File: src/rtl/tod_receiver_pkg.sv
// Shared constants and helpers for the EVR time-of-day receiver.
// Event codes, default widths and the per-clock fraction increment.
package tod_receiver_pkg;

  localparam logic [7:0] TOD_DEF_EVCODE_SHIFT_ZERO     = 8'h70;
  localparam logic [7:0] TOD_DEF_EVCODE_SHIFT_ONE      = 8'h71;
  localparam logic [7:0] TOD_DEF_EVCODE_SECONDS_MARKER = 8'h7D;
  localparam int unsigned TOD_DEF_TIMESTAMP_WIDTH      = 32'd64;
  localparam int unsigned TOD_DEF_COUNTER_WIDTH        = 32'd16;

  // floor(2^frac_width / clk_rate), the fraction advance per local clock
  function automatic logic [63:0] frac_inc(input int unsigned clk_rate,
                                           input int unsigned frac_width);
    logic [127:0] pow_v;
    logic [127:0] quot_v;
    pow_v  = 128'd1 << frac_width;
    quot_v = pow_v / {96'd0, clk_rate};
    return quot_v[63:0];
  endfunction

endpackage

File: src/rtl/tod_receiver_if.sv
// Event-code bus from the EVR decoder into the time-of-day receiver.
interface tod_receiver_if;
  logic [7:0] evCode;
  logic       evCodeValid;

  modport master (output evCode, output evCodeValid);
  modport slave  (input  evCode, input  evCodeValid);
endinterface

File: src/rtl/tod_err_counter.sv
// Wrapping error counter advanced by a single-cycle increment strobe.
module tod_err_counter #(
  parameter int unsigned WIDTH = 32'd16
) (
  input  logic             clk,
  input  logic             rst,
  input  logic             inc_i,
  output logic [WIDTH-1:0] count_o
);

  localparam logic [WIDTH-1:0] ONE = {{(WIDTH-1){1'b0}}, 1'b1};

  logic [WIDTH-1:0] count_q;

  // Count strobes; wraps naturally modulo 2^WIDTH
  always_ff @(posedge clk) begin
    if (!rst) begin
      count_q <= '0;
    end else if (inc_i) begin
      count_q <= count_q + ONE;
    end else begin
      count_q <= count_q;
    end
  end

  assign count_o = count_q;

endmodule

File: src/rtl/tod_receiver.sv
// Time-of-day receiver: decodes serial seconds from shift event codes, latches
// them on the seconds marker and runs a local fractional-second counter.
module tod_receiver
  import tod_receiver_pkg::*;
#(
  parameter int unsigned NOMINAL_CLK_RATE      = 32'd125_000_000,
  parameter int unsigned TIMESTAMP_WIDTH       = TOD_DEF_TIMESTAMP_WIDTH,
  parameter logic [7:0]  EVCODE_SHIFT_ZERO     = TOD_DEF_EVCODE_SHIFT_ZERO,
  parameter logic [7:0]  EVCODE_SHIFT_ONE      = TOD_DEF_EVCODE_SHIFT_ONE,
  parameter logic [7:0]  EVCODE_SECONDS_MARKER = TOD_DEF_EVCODE_SECONDS_MARKER,
  parameter int unsigned COUNTER_WIDTH         = TOD_DEF_COUNTER_WIDTH
) (
  input  logic                       clk,
  input  logic                       rst,
  tod_receiver_if.slave              ev,
  output logic [COUNTER_WIDTH-1:0]   tooManyBitsCounter,
  output logic [COUNTER_WIDTH-1:0]   tooFewBitsCounter,
  output logic [COUNTER_WIDTH-1:0]   outOfSeqCounter,
  output logic [TIMESTAMP_WIDTH-1:0] timestamp,
  output logic                       timestampValid
);

  localparam int unsigned SW  = TIMESTAMP_WIDTH / 32'd2;
  localparam int unsigned FW  = TIMESTAMP_WIDTH - SW;
  localparam int unsigned BCW = $clog2(SW + 32'd2);

  localparam logic [FW-1:0]  FRAC_INC = FW'(frac_inc(NOMINAL_CLK_RATE, FW));
  localparam logic [BCW-1:0] BC_FULL  = BCW'(SW);
  localparam logic [BCW-1:0] BC_OVER  = BCW'(SW + 32'd1);
  localparam logic [BCW-1:0] BC_ONE   = {{(BCW-1){1'b0}}, 1'b1};
  localparam logic [SW-1:0]  SEC_ONE  = {{(SW-1){1'b0}}, 1'b1};

  logic [SW-1:0]  shift_q,    shift_d;
  logic [BCW-1:0] bit_cnt_q,  bit_cnt_d;
  logic [SW-1:0]  seconds_q,  seconds_d;
  logic [FW-1:0]  fraction_q, fraction_d;
  logic           valid_q,    valid_d;

  logic           is_shift_s;
  logic           shift_bit_s;
  logic           is_marker_s;
  logic           many_inc_s;
  logic           few_inc_s;
  logic           oos_inc_s;
  logic [SW-1:0]  seconds_inc_s;
  logic [FW:0]    frac_sum_s;

  assign seconds_inc_s = seconds_q + SEC_ONE;
  assign frac_sum_s    = {1'b0, fraction_q} + {1'b0, FRAC_INC};

  // Classify the incoming event code; anything unrecognised is ignored
  always_comb begin
    is_shift_s  = 1'b0;
    shift_bit_s = 1'b0;
    is_marker_s = 1'b0;
    if (ev.evCodeValid) begin
      if (ev.evCode == EVCODE_SHIFT_ZERO) begin
        is_shift_s = 1'b1;
      end else if (ev.evCode == EVCODE_SHIFT_ONE) begin
        is_shift_s  = 1'b1;
        shift_bit_s = 1'b1;
      end else if (ev.evCode == EVCODE_SECONDS_MARKER) begin
        is_marker_s = 1'b1;
      end else begin
        is_shift_s = 1'b0;
      end
    end else begin
      is_marker_s = 1'b0;
    end
  end

  // Next-state logic for shifter, bit count, seconds, fraction and lock
  always_comb begin
    shift_d    = shift_q;
    bit_cnt_d  = bit_cnt_q;
    seconds_d  = seconds_q;
    fraction_d = fraction_q;
    valid_d    = valid_q;
    many_inc_s = 1'b0;
    few_inc_s  = 1'b0;
    oos_inc_s  = 1'b0;

    if (is_shift_s) begin
      shift_d = {shift_q[SW-2:0], shift_bit_s};
      if (bit_cnt_q == BC_OVER) begin
        bit_cnt_d = bit_cnt_q;
      end else begin
        bit_cnt_d = bit_cnt_q + BC_ONE;
      end
      // Only the full->over transition counts, so it fires once per second
      many_inc_s = (bit_cnt_q == BC_FULL);
    end else begin
      shift_d = shift_q;
    end

    if (is_marker_s) begin
      fraction_d = '0;
      bit_cnt_d  = '0;
      if (bit_cnt_q == BC_FULL) begin
        seconds_d = shift_q;
        valid_d   = 1'b1;
        oos_inc_s = valid_q && (shift_q != seconds_inc_s);
      end else if (bit_cnt_q < BC_FULL) begin
        few_inc_s = 1'b1;
        seconds_d = seconds_inc_s;
        valid_d   = 1'b0;
      end else begin
        seconds_d = seconds_inc_s;
        valid_d   = 1'b0;
      end
    end else if (frac_sum_s[FW]) begin
      // No marker arrived in time: pin the fraction and drop lock
      fraction_d = '1;
      valid_d    = 1'b0;
    end else begin
      fraction_d = frac_sum_s[FW-1:0];
    end
  end

  // State registers with synchronous active-low reset
  always_ff @(posedge clk) begin
    if (!rst) begin
      shift_q    <= '0;
      bit_cnt_q  <= '0;
      seconds_q  <= '0;
      fraction_q <= '0;
      valid_q    <= 1'b0;
    end else begin
      shift_q    <= shift_d;
      bit_cnt_q  <= bit_cnt_d;
      seconds_q  <= seconds_d;
      fraction_q <= fraction_d;
      valid_q    <= valid_d;
    end
  end

  tod_err_counter #(.WIDTH(COUNTER_WIDTH)) u_many_cnt (
    .clk     (clk),
    .rst     (rst),
    .inc_i   (many_inc_s),
    .count_o (tooManyBitsCounter)
  );

  tod_err_counter #(.WIDTH(COUNTER_WIDTH)) u_few_cnt (
    .clk     (clk),
    .rst     (rst),
    .inc_i   (few_inc_s),
    .count_o (tooFewBitsCounter)
  );

  tod_err_counter #(.WIDTH(COUNTER_WIDTH)) u_oos_cnt (
    .clk     (clk),
    .rst     (rst),
    .inc_i   (oos_inc_s),
    .count_o (outOfSeqCounter)
  );

  assign timestamp      = {seconds_q, fraction_q};
  assign timestampValid = valid_q;

endmodule

File: src/flat_wrapper.sv
// flat-port wrapper written by rule: the top's interface ports become plain ports
module tod_receiver_flat import tod_receiver_pkg::*;
#(
  parameter int unsigned NOMINAL_CLK_RATE      = 32'd125_000_000,
  parameter int unsigned TIMESTAMP_WIDTH       = TOD_DEF_TIMESTAMP_WIDTH,
  parameter logic [7:0]  EVCODE_SHIFT_ZERO     = TOD_DEF_EVCODE_SHIFT_ZERO,
  parameter logic [7:0]  EVCODE_SHIFT_ONE      = TOD_DEF_EVCODE_SHIFT_ONE,
  parameter logic [7:0]  EVCODE_SECONDS_MARKER = TOD_DEF_EVCODE_SECONDS_MARKER,
  parameter int unsigned COUNTER_WIDTH         = TOD_DEF_COUNTER_WIDTH
)
  (clk, rst, tooManyBitsCounter, tooFewBitsCounter, outOfSeqCounter, timestamp, timestampValid, ev_evCode, ev_evCodeValid);
  tod_receiver_if ev_i ();
  input  logic clk;
  input  logic rst;
  output logic [COUNTER_WIDTH-1:0] tooManyBitsCounter;
  output logic [COUNTER_WIDTH-1:0] tooFewBitsCounter;
  output logic [COUNTER_WIDTH-1:0] outOfSeqCounter;
  output logic [TIMESTAMP_WIDTH-1:0] timestamp;
  output logic timestampValid;
  input wire logic [$bits(ev_i.evCode)-1:0] ev_evCode;
  input wire logic [$bits(ev_i.evCodeValid)-1:0] ev_evCodeValid;
  assign ev_i.evCode = ev_evCode;
  assign ev_i.evCodeValid = ev_evCodeValid;
  tod_receiver #(.NOMINAL_CLK_RATE(NOMINAL_CLK_RATE), .TIMESTAMP_WIDTH(TIMESTAMP_WIDTH), .EVCODE_SHIFT_ZERO(EVCODE_SHIFT_ZERO), .EVCODE_SHIFT_ONE(EVCODE_SHIFT_ONE), .EVCODE_SECONDS_MARKER(EVCODE_SECONDS_MARKER), .COUNTER_WIDTH(COUNTER_WIDTH)) u_core (.clk(clk), .rst(rst), .ev(ev_i), .tooManyBitsCounter(tooManyBitsCounter), .tooFewBitsCounter(tooFewBitsCounter), .outOfSeqCounter(outOfSeqCounter), .timestamp(timestamp), .timestampValid(timestampValid));
endmodule
File: config.mk
export PLATFORM = sky130hd
export DESIGN_NAME = tod_receiver_flat
export DESIGN_NICKNAME = d
export VERILOG_FILES = /design/src/rtl/tod_receiver_pkg.sv /design/src/rtl/tod_receiver_if.sv /design/src/rtl/tod_err_counter.sv /design/src/rtl/tod_receiver.sv /design/src/flat_wrapper.sv
export SDC_FILE = /design/constraint.sdc
export NUM_CORES = 1
export LEC_CHECK = 0
export CORE_MARGIN = 5
export CORE_UTILIZATION = 59
export DETAILED_ROUTE_END_ITERATION = 7
export GPL_TIMING_DRIVEN = 0
export HOLD_SLACK_MARGIN = 0.02
export PLACE_DENSITY = 0.94
export REMOVE_ABC_BUFFERS = 1
export SLEW_MARGIN = 25
export SYNTH_ARGS = -nofsm -noshare
export SYNTH_HDL_FRONTEND = slang
export SYNTH_SLANG_ARGS = --single-unit
File: constraint.sdc
create_clock -name clk -period 7.2 [get_ports clk]
set_clock_uncertainty 0.05 [all_clocks]
set_input_delay 1.44 -clock clk [delete_from_list [all_inputs] [get_ports clk]]
set_output_delay 1.44 -clock clk [all_outputs]
set_load 0.02 [all_outputs]
==> flow_summary_export.csv, run 1 <==
group,metric,value,unit
outcome,outcome,"finished, final reports clean",
placement,dp.cells,1276,
sta,relSlewSlack,35.5,%
die,die_w,129,µm
clock_network,cts_tree,"done",
logic_synthesis,syn_area_per_cell,8.04,µm²
clock_network,cts_resized,0,
detailed_routing,drt_iter0_markers,748,
sta,slew_viol_final,0,
die,die_area,16600,µm²
logic_synthesis,async_reset_ff_share,0,%
setup_path,worstPathMaxFanout,33,
die,row_count,43,
detailed_routing,routed_wl,21.4,mm
worst_hold_path,min_to,"u_core.fraction_q[0]",
finish,fillerInstances,1045,
worst_hold_path,min_from,"u_core.fraction_q[0]",
sta,fin_crit_sh,59.2,%
grt,grt_overflow,0,
setup_path,rrSetupSlack,3250,ps
logic_synthesis,ys_seq_area_share,36.2,%
logic_synthesis,synth_cells,1038,
grt,grt_max_degree,86,
logic_synthesis,yosysWarnings,0,
setup_path,reg2reg_depth,9,
worst_hold_path,worstHoldPathType,"flop to flop",
placement,port_buffers,123,
setup_path,cp_slowest_cell,"or3b_2",
sta,whs,403,ps
grt,grt_use_total,25.6,%
finish,layout.nets,1135,
clock_network,clk_path_buf_depth,2,
logic_synthesis,synthesis.area,8340,µm²
pwr,p_leak,3.46,nW
logic_synthesis,synth_edf_count,0,
finish,n_antenna_cell,0,
die,initial_core_util,60.1,%
logic_synthesis,synthFlopType,"dfxtp_1",
die,core,13900,µm²
sta,fmax,235,MHz
setup_path,cp.arrival,4530,ps
detailed_routing,routed-via-count,7803,
finish,drive_gt1_share,6.64,%
setup_path,start_kind,"input port",
clock_network,clock_latency,420,ps
detailed_routing,dr.pass1.iters,5,
setup_path,critPathTopFamily,"simple AND/OR/NAND/NOR gates",
clock_network,htreeDepth,4,
placement,gp_congestion,0.920,
detailed_routing,drtAntennaViolNets,0,
setup_path,reg2reg_from,"u_core.seconds_q[0]",
flow_run,maxCapViolCount,0,
setup_path,cp-end-kind,"flop",
logic_synthesis,yosys_register_bits,151,
clock_network,root_buffer,"clkbuf_16",
clock_network,clock-sinks,151,
setup_path,max_stage_delay,840,ps
setup_path,critical_path_cell_count,9,
clock_network,numCtsBuffers,17,
setup_path,reg2reg_to,"u_core.u_oos_cnt.count_o[1]",
sta,setup_viol,0,
setup_path,crit_required,7470,ps
clock_network,cts.reportedPaths.clkPinSlew,60,ps
pwr,vdd_drop_max,0.157,mV
clock_network,cts_setup_buffers,0,
logic_synthesis,synth.distinct_cells,68,
setup_path,cp_num_buf_inv,1,
pwr,p_per_area,176,nW/µm²
setup_path,crit_path_cell_trace,"clkdlybuf4s50_1, nand4bb_1, or3b_2, nor2_1, nand4_1, nor3_1, nand3_1, xnor2_1, and2_1",
placement,hpwl,14.6,mm
clock_network,cts_hold_buf,0,
sta,worst_pin_slew,967,ps
finish,layout.cells.non_filler,1309,
finish,area_growth,22.0,%
grt,grt_pass1_wl,35.1,mm
detailed_routing,drc,0,
die,die_y,129,µm
worst_hold_path,hold_depth,2,
setup_path,path_class,"input port to flop",
detailed_routing,via_per_inst,5.96,
detailed_routing,routedWlPerCell,16.4,µm
sta,hold_viol,0,
sta,fin_crit,4260,ps
sta,rsz0062_at_grt,"false",
grt,antenna_found_initial,0,
die,io_pins,124,
grt,grt_pass1_vias,7284,
==> power breakdown <==
part,switching (W),internal [W]
Clock,0.000346,0.000562
Sequential,0.00000412,0.000839
Combinational,0.0000245,0.0000201
Total,0.000375,0.00142
==> synth_stat cells (5+ instances only) <==
cell	count	area [µm²]
nor4_1	11	68.8
o31ai_1	9	67.6
ha_1	8	100
and3_1	18	113
a21oi_1	62	310
and2_1	41	257
xor2_1	42	368
inv_1	14	52.6
a21oi_2	10	87.6
nor2b_1	14	87.6
a22oi_1	11	82.6
or3_1	7	43.8
buf_4	5	37.5
buf_2	9	45.0
nor3_1	14	70.1
o21ai_0	43	215
o22ai_1	9	56.3
clkbuf_1	51	191
mux2i_1	19	190
xnor2_1	51	447
nand2b_1	17	106
nand4_1	32	200
nand3_1	52	260
a21boi_0	43	323
nand2_1	169	634
and4_1	7	61.3
buf_1	6	22.5
dfxtp_1	151	3020
nor2_1	46	173
==> placed cells by master, fill, tap and decap left out, types with 19 or more instances in the layout <==
master	n
nand3_1	52
clkdlybuf4s50_1	122
dfxtp_1	151
o21ai_0	43
xnor2_1	51
nand2_1	167
mux2i_1	19
nor2_1	46
a21boi_0	43
and2_1	40
xor2_1	42
a21oi_1	62
nand4_1	32
==> stage by stage <==
stage | total power, W | instance area [µm²] | setup slack, ps | setup TNS (ps) | util, %
4_1_cts | 0.00181 | 10200 | 2940 | 0 | 73.3
3_5_place_dp | 0.000906 | 9560 | 2510 | 0 | 68.9
2_1_floorplan | 0.000879 | 7990 | 2360 | 0 | -
3_3_place_gp | 0.000906 | 9450 | -31.0 | -31.0 | 68.1
5_1_grt | 0.00185 | 10200 | 2740 | 0 | 73.3
6_report | 0.00180 | 10200 | 2940 | 0 | 73.3
==> worst reg2reg max path, cell delays in order (launching register included) <==
cell       delay (ps)
dfxtp_1           460
ha_1              330
and3_1            290
nand2_2           210
or4_4             600
a2111o_1          400
a2111oi_2         300
and4_1            780
a21boi_1          250
mux2i_1           170
==> logic make-up after synthesis <==
group                    count (synthesis)  share of synthesized area, %
adder cells (fa/ha/maj)                  8                          1.20
AO/OA/AOI/OAI                          223                          17.4
flip-flops                             151                          36.2
buffers and inverters                   89                          4.83
multiplexers                            22                          2.69
XOR/XNOR                                94                          10.1
AND/OR/NAND/NOR                        451                          27.6
==> state kept, by name, summed over array words and instances, names as in the netlist <==
| register | flops |
|---|---|
| u_core.seconds_q | 32 |
| u_core.u_many_cnt.count_o | 16 |
| u_core.bit_cnt_q | 6 |
| u_core.fraction_q | 32 |
| u_core.timestampValid | 1 |
| u_core.u_few_cnt.count_o | 16 |
| u_core.u_oos_cnt.count_o | 16 |
| u_core.shift_q | 32 |
==> routing by layer <==
metal / global-route usage (%) / vias up / part of all wire, %
met5: 0 / - / 0
li1: - / 3788 / -
met3: 7.22 / 42 / 8.6
met1: 32.1 / 3634 / 41
met4: 7.78 / 0 / 2.1
met2: 42.9 / 339 / 48
==> worst max-delay path by stage <==
stage,to,slack (ps),start
after detailed placement,u_core.u_few_cnt.count_o[13],2510,ev_evCode[1]
final,u_core.u_few_cnt.count_o[13],2940,ev_evCode[7]
after CTS,u_core.u_few_cnt.count_o[13],2940,ev_evCode[1]
after global routing,u_core.u_few_cnt.count_o[13],2740,ev_evCode[7]
after global placement,u_core.fraction_q[28],-30,rst
after floorplan,u_core.u_oos_cnt.count_o[14],2360,ev_evCode[7]
==> area by class of cell <==
type	instances	area, µm²	area share (%)
multi-input cells	798	4930	48.5
repair buffers	134	1340	13.1
clock inverters	12	149	1.46
well taps	180	225	2.21
clock buffers	20	457	4.49
inverters	14	52.6	0.516
flip-flops and latches	151	3020	29.7
(Power assumes the default switching activity.)
==> run 2: changes to the inputs <==
--- a/config.mk
+++ b/config.mk
@@ -6,11 +6,11 @@
 export NUM_CORES = 1
 export LEC_CHECK = 0
 export CORE_MARGIN = 5
-export CORE_UTILIZATION = 59
+export CORE_UTILIZATION = 50
 export DETAILED_ROUTE_END_ITERATION = 7
 export GPL_TIMING_DRIVEN = 0
 export HOLD_SLACK_MARGIN = 0.02
-export PLACE_DENSITY = 0.94
+export PLACE_DENSITY = 0.85
 export REMOVE_ABC_BUFFERS = 1
 export SLEW_MARGIN = 25
 export SYNTH_ARGS = -nofsm -noshare
==> constraint.sdc (replaced) <==
create_clock -name clk -period 3.4 [get_ports clk]
set_clock_uncertainty 0.05 [all_clocks]
set_input_delay 0.68 -clock clk [delete_from_list [all_inputs] [get_ports clk]]
set_output_delay 0.68 -clock clk [all_outputs]
set_load 0.02 [all_outputs]
==> flow_summary_export.csv, run 2 (synthesis results as in run 1) <==
group,metric,value,unit
clock_network,root_buffer,"clkbuf_16",
sta,rsz0062_at_grt,"false",
pwr,vdd_drop_max,0.339,mV
grt,grt_pass1_wl,36.3,mm
detailed_routing,drt-met1-wl,9.38,mm
clock_network,clk_path_buf_depth,2,
placement,port_buffers,123,
die,core,16500,µm²
die,die_w,139,µm
sta,worst_pin_slew,988,ps
sta,hold_viol,0,
die,row_count,47,
outcome,outcome,"finished, final reports clean",
detailed_routing,dr.max_layer_used,"met4",
die,die_area,19400,µm²
worst_hold_path,min_from,"u_core.fraction_q[0]",
clock_network,cts_hold_buf,0,
setup_path,max_stage_delay,640,ps
setup_path,cp_slowest_cell,"or4_4",
finish,drive_gt1_share,9.45,%
clock_network,htreeDepth,4,
setup_path,path_class,"flop to flop",
detailed_routing,dr_wl_met3,1.52,mm
setup_path,reg2reg_depth,9,
setup_path,crit_path_cell_trace,"and4_1, nand4_4, or4_4, a2111o_1, a2111oi_4, and4_4, buf_4, a21oi_2, mux2i_1",
setup_path,crit_required,3660,ps
die,die_y,139,µm
pwr,p_per_area,355,nW/µm²
setup_path,reg2reg_to,"u_core.u_oos_cnt.count_o[14]",
placement,hpwl,14.4,mm
pwr,total_power,0.00369,W
grt,grt_pass1_vias,7446,
placement,dp.cells,1315,
worst_hold_path,hold_depth,2,
grt,grt_max_degree,81,
sta,fin_crit,3240,ps
finish,multiInputGateArea,5020,µm²
die,io_pins,124,
setup_path,worstPathMaxFanout,13,
clock_network,clock-sinks,151,
detailed_routing,routed-via-count,7779,
detailed_routing,drtAntennaViolNets,0,
detailed_routing,drc,0,
clock_network,cts.reportedPaths.clkPinSlew,60,ps
finish,layout.cells.non_filler,1363,
sta,setup_viol,0,
detailed_routing,drt_iter0_markers,715,
setup_path,cp.arrival,3490,ps
finish,fillerInstances,1366,
pwr,p_leak,3.52,nW
detailed_routing,routedWlPerCell,15.7,µm
finish,n_antenna_cell,0,
finish,ff_latch_area,3040,µm²
detailed_routing,via_per_inst,5.71,
worst_hold_path,min_to,"u_core.fraction_q[0]",
grt,antenna_found_initial,0,
sta,fin_crit_sh,95.2,%
grt,grt_use_total,21.9,%
detailed_routing,routed_wl,21.4,mm
clock_network,cts_tree,"done",
finish,layout_commonest_cell,"nand2_1",
setup_path,reg2reg_from,"u_core.seconds_q[14]",
finish,area_growth,24.6,%
sta,whs,404,ps
worst_hold_path,worstHoldPathType,"flop to flop",
detailed_routing,met2_length,9.92,mm
sta,relSlewSlack,34.1,%
die,initial_core_util,50.7,%
flow_run,maxCapViolCount,0,
setup_path,rrSetupSlack,160,ps
finish,layout.nets,1149,
grt,grt_overflow,0,
setup_path,cp-end-kind,"flop",
finish,most-common-layout-cells,"nand2_1 (167), dfxtp_1 (141), clkdlybuf4s50_1 (122)",
finish,reg.largest.list,"u_core.fraction_q x32, u_core.seconds_q x32, u_core.shift_q x32",
clock_network,numCtsBuffers,17,
detailed_routing,dr.pass1.iters,5,
setup_path,start_kind,"flop",
placement,gp_congestion,0.901,
sta,slew_viol_final,0,
sta,fmax,309,MHz
clock_network,clock_latency,420,ps
-- run 2: cell count changes in the layout (fill, tap and decap cells not counted), moves of 3 or more --
| cell | change |
|---|---|
| buf_4 | +11 |
| clkinv_2 | -4 |
| dfxtp_1 | -10 |
| dfxtp_2 | +10 |
| inv_6 | +3 |
| nor3_1 | -3 |
| nor3_2 | +3 |
-- run 2: report_power, final --
part / switching, W / leakage (nW) / total, W / internal, W
clock network: 0.000770 / 0.268 / 0.00181 / 0.00104
registers: 0.00000926 / 1.22 / 0.00178 / 0.00178
logic: 0.0000525 / 2.03 / 0.0000957 / 0.0000432
-- run 2: critical path, delay by kind of cell (launching register included) --
| family | cells | cell delay (ps) |
|---|---|---|
| simple gates | 4 | 1590 |
| mux | 1 | 110 |
| flops | 1 | 440 |
| compound gates | 3 | 800 |
| buf+inv | 1 | 140 |
-- run 2: through the flow --
stage | utilization (%) | TNS (ps) | setup slack (ps) | cell area, µm²
after CTS | 62.7 | 0 | 5.80 | 10300
after global routing | 63.1 | 0 | 5.92 | 10400
final | 63.1 | 0 | 163 | 10400
after floorplan | - | -19680 | -684 | 7990
after global placement | 57.7 | -322790 | -3160 | 9500
after detailed placement | 58.4 | -13070 | -593 | 9610
-- run 2: cell type report --
type                       instances  area share [%]
multi-input combinational        799            48.3
inverter                          14           0.506
sequential                       151            29.2
timing repair buffer             147            13.9
tap                              220            2.65
clock buffer                      20            4.30
clock inverter                    12            1.14
-- run 2: how the worst max path moves through the flow --
stage / startpoint / endpoint / slack, ps / cells after the start
after detailed placement: ev_evCode[7] / u_core.u_few_cnt.count_o[13] / -590 / 9
after CTS: u_core.seconds_q[8] / u_core.u_oos_cnt.count_o[6] / 6 / 9
after global placement: rst / u_core.fraction_q[28] / -3160 / 3
after floorplan: ev_evCode[7] / u_core.u_oos_cnt.count_o[14] / -680 / 7
final: u_core.seconds_q[14] / u_core.u_oos_cnt.count_o[14] / 160 / 9
after global routing: u_core.bit_cnt_q[5] / u_core.u_many_cnt.count_o[15] / 6 / 8
-- run 2: routing by layer --
| metal | vias to the layer above | track usage (%) |
|---|---|---|
| met3 | 47 | 5.55 |
| li1 | 3814 | - |
| met4 | 0 | 8.08 |
| met5 | - | 0 |
| met2 | 273 | 35.7 |
| met1 | 3645 | 28.0 |
-- run 2: repair_timing --
item	4_1_cts	5_1_grt
buffers inserted	12	3
gates cloned	1	0
gates resized for setup	13	14
endpoints found under the setup margin	20	20
pin swaps	2	3
==> run 3: changes to the inputs <==
--- a/config.mk
+++ b/config.mk
@@ -6,11 +6,11 @@
 export NUM_CORES = 1
 export LEC_CHECK = 0
 export CORE_MARGIN = 5
-export CORE_UTILIZATION = 50
+export CORE_UTILIZATION = 55
 export DETAILED_ROUTE_END_ITERATION = 7
 export GPL_TIMING_DRIVEN = 0
 export HOLD_SLACK_MARGIN = 0.02
-export PLACE_DENSITY = 0.85
+export PLACE_DENSITY = 0.89
 export REMOVE_ABC_BUFFERS = 1
 export SLEW_MARGIN = 25
 export SYNTH_ARGS = -nofsm -noshare
==> constraint.sdc (replaced) <==
create_clock -name clk -period 3.5 [get_ports clk]
set_clock_uncertainty 0.05 [all_clocks]
set_input_delay 0.7 -clock clk [delete_from_list [all_inputs] [get_ports clk]]
set_output_delay 0.7 -clock clk [all_outputs]
set_load 0.02 [all_outputs]
==> flow_summary_export.csv, run 3 (synthesis results as in run 1) <==
group,metric,value,unit
setup_path,path_class,"flop to flop",
clock_network,clk_path_buf_depth,2,
grt,grt_pass1_wl,35.3,mm
finish,layout.cells.non_filler,1319,
placement,port_buffers,123,
die,die_area,17700,µm²
die,die_w,133,µm
pwr,p_leak,3.49,nW
finish,area_growth,23.6,%
grt,grt_use_total,23.7,%
detailed_routing,drt_iter0_markers,717,
detailed_routing,routed-via-count,7869,
clock_network,clock_latency,420,ps
placement,dpl-instance-area,9560,µm²
sta,finalSetupTns,0,ps
sta,relSlewSlack,34.1,%
sta,rsz0062_at_grt,"false",
die,core,15000,µm²
detailed_routing,drtAntennaViolNets,0,
sta,whs,402,ps
sta,worst_pin_slew,988,ps
detailed_routing,routedWlPerCell,16.2,µm
sta,fin_crit_sh,97.3,%
setup_path,start_kind,"flop",
clock_network,numCtsBuffers,17,
sta,worst_slack,95.2,ps
setup_path,worstPathMaxFanout,12,
sta,setup_viol,0,
placement,hpwl,14.1,mm
grt,grt_max_degree,73,
placement,pre_cts_ws,-451,ps
pwr,vdd_drop_max,0.336,mV
clock_network,cts_hold_buf,0,
finish,n_antenna_cell,0,
grt,grt_overflow,0,
sta,hold_viol,0,
placement,gp_congestion,0.925,
finish,reg.largest.list,"u_core.fraction_q x32, u_core.seconds_q x32, u_core.shift_q x32",
flow_run,maxCapViolCount,0,
setup_path,crit_required,3790,ps
finish,layout_commonest_cell,"nand2_1",
finish,most-common-layout-cells,"nand2_1 (167), dfxtp_1 (144), clkdlybuf4s50_1 (122)",
pwr,p_int,0.00300,W
pwr,pwr-share-comb,2.4,%
pwr,seq_power_share,46.0,%
setup_path,rrSetupSlack,100,ps
detailed_routing,drc,0,
detailed_routing,via_per_inst,5.97,
outcome,outcome,"finished, final reports clean",
pwr,netSwitchingFraction,20.4,%
clock_network,cts_tree,"done",
finish,postLayoutCellArea,10300,µm²
clock_network,cts.reportedPaths.clkPinSlew,60,ps
clock_network,root_buffer,"clkbuf_16",
clock_network,htreeDepth,4,
pwr,clock_power_share,51.6,%
clock_network,clock-sinks,151,
worst_hold_path,worstHoldPathType,"flop to flop",
finish,layout.nets,1137,
grt,antenna_found_initial,0,
die,initial_core_util,55.5,%
sta,fmax,294,MHz
setup_path,cp.arrival,3690,ps
finish,drive_gt1_share,7.96,%
grt,grt_pass1_vias,7154,
placement,dp.cells,1283,
die,die_y,133,µm
detailed_routing,routed_wl,21.4,mm
die,io_pins,124,
pwr,switchingPower,0.000768,W
pwr,p_per_area,366,nW/µm²
detailed_routing,dr.pass1.iters,5,
die,row_count,45,
sta,slew_viol_final,0,
setup_path,cp-end-kind,"flop",
sta,fin_crit,3400,ps
[run 3: cell types whose count changed in the layout (fill, tap and decap cells not counted), sizes merged]
cell | before | now
buf | 25 | 13
bufinv | 1 | 4
clkbuf | 20 | 22
clkinvlp | 3 | 1
inv | 18 | 15
[run 3: stage by stage]
step | util, % | power [W]
2_1_floorplan | - | 0.00181
3_3_place_gp | 62.9 | 0.00186
3_5_place_dp | 63.6 | 0.00186
4_1_cts | 68.3 | 0.00380
5_1_grt | 68.6 | 0.00390
6_report | 68.6 | 0.00377
[run 3: final cells by class]
cell class,instances,area (µm²)
Multi-Input combinational cell,799,5000
Timing Repair Buffer,135,1350
Fill cell,1163,4730
Sequential cell,151,3030
Clock inverter,10,168
Inverter,14,52.6
Clock buffer,22,464
Tap cell,188,235
[run 3: worst paths after layout]
kind	from	to	cells past startpoint
min reg2reg	u_core.fraction_q[0]	u_core.fraction_q[0]	2
min	u_core.fraction_q[0]	u_core.fraction_q[0]	2
max	u_core.seconds_q[4]	u_core.u_oos_cnt.count_o[15]	8
max reg2reg	u_core.seconds_q[4]	u_core.u_oos_cnt.count_o[15]	8
[run 3: critical path: stages, from the launching register on]
cell       delay [ps]
dfxtp_1           560
and3_1            350
nand2_2           210
or4_4             600
a2111o_1          440
a2111oi_4         400
and4_4            400
a21oi_1           110
mux2i_1           190
[run 3: metal layers]
layer  part of all wire [%]  GRT usage (%)  vias to the layer above
met1                     42           30.0                     3659
met4                    2.7           9.66                        0
li1                       -              -                     3793
met5                      0              0                        -
met3                    8.1           6.19                       58
met2                     47           38.7                      359
[run 3: power by group through the flow]
stage          Sequential, W  Clock, W  Combinational, W
2_1_floorplan        0.00178         0         0.0000318
3_3_place_gp         0.00177         0         0.0000929
3_5_place_dp         0.00177         0         0.0000918
4_1_cts              0.00173   0.00197         0.0000923
5_1_grt              0.00173   0.00206          0.000101
6_report             0.00173   0.00194         0.0000916
[run 3: timing repair]
| action | CTS | global route |
|---|---|---|
| endpoints found under the setup margin | 16 | 30 |
| pin swaps | 2 | 0 |
| cloned | 1 | 0 |
| gates resized for setup | 8 | 13 |
| setup buffers | 3 | 0 |
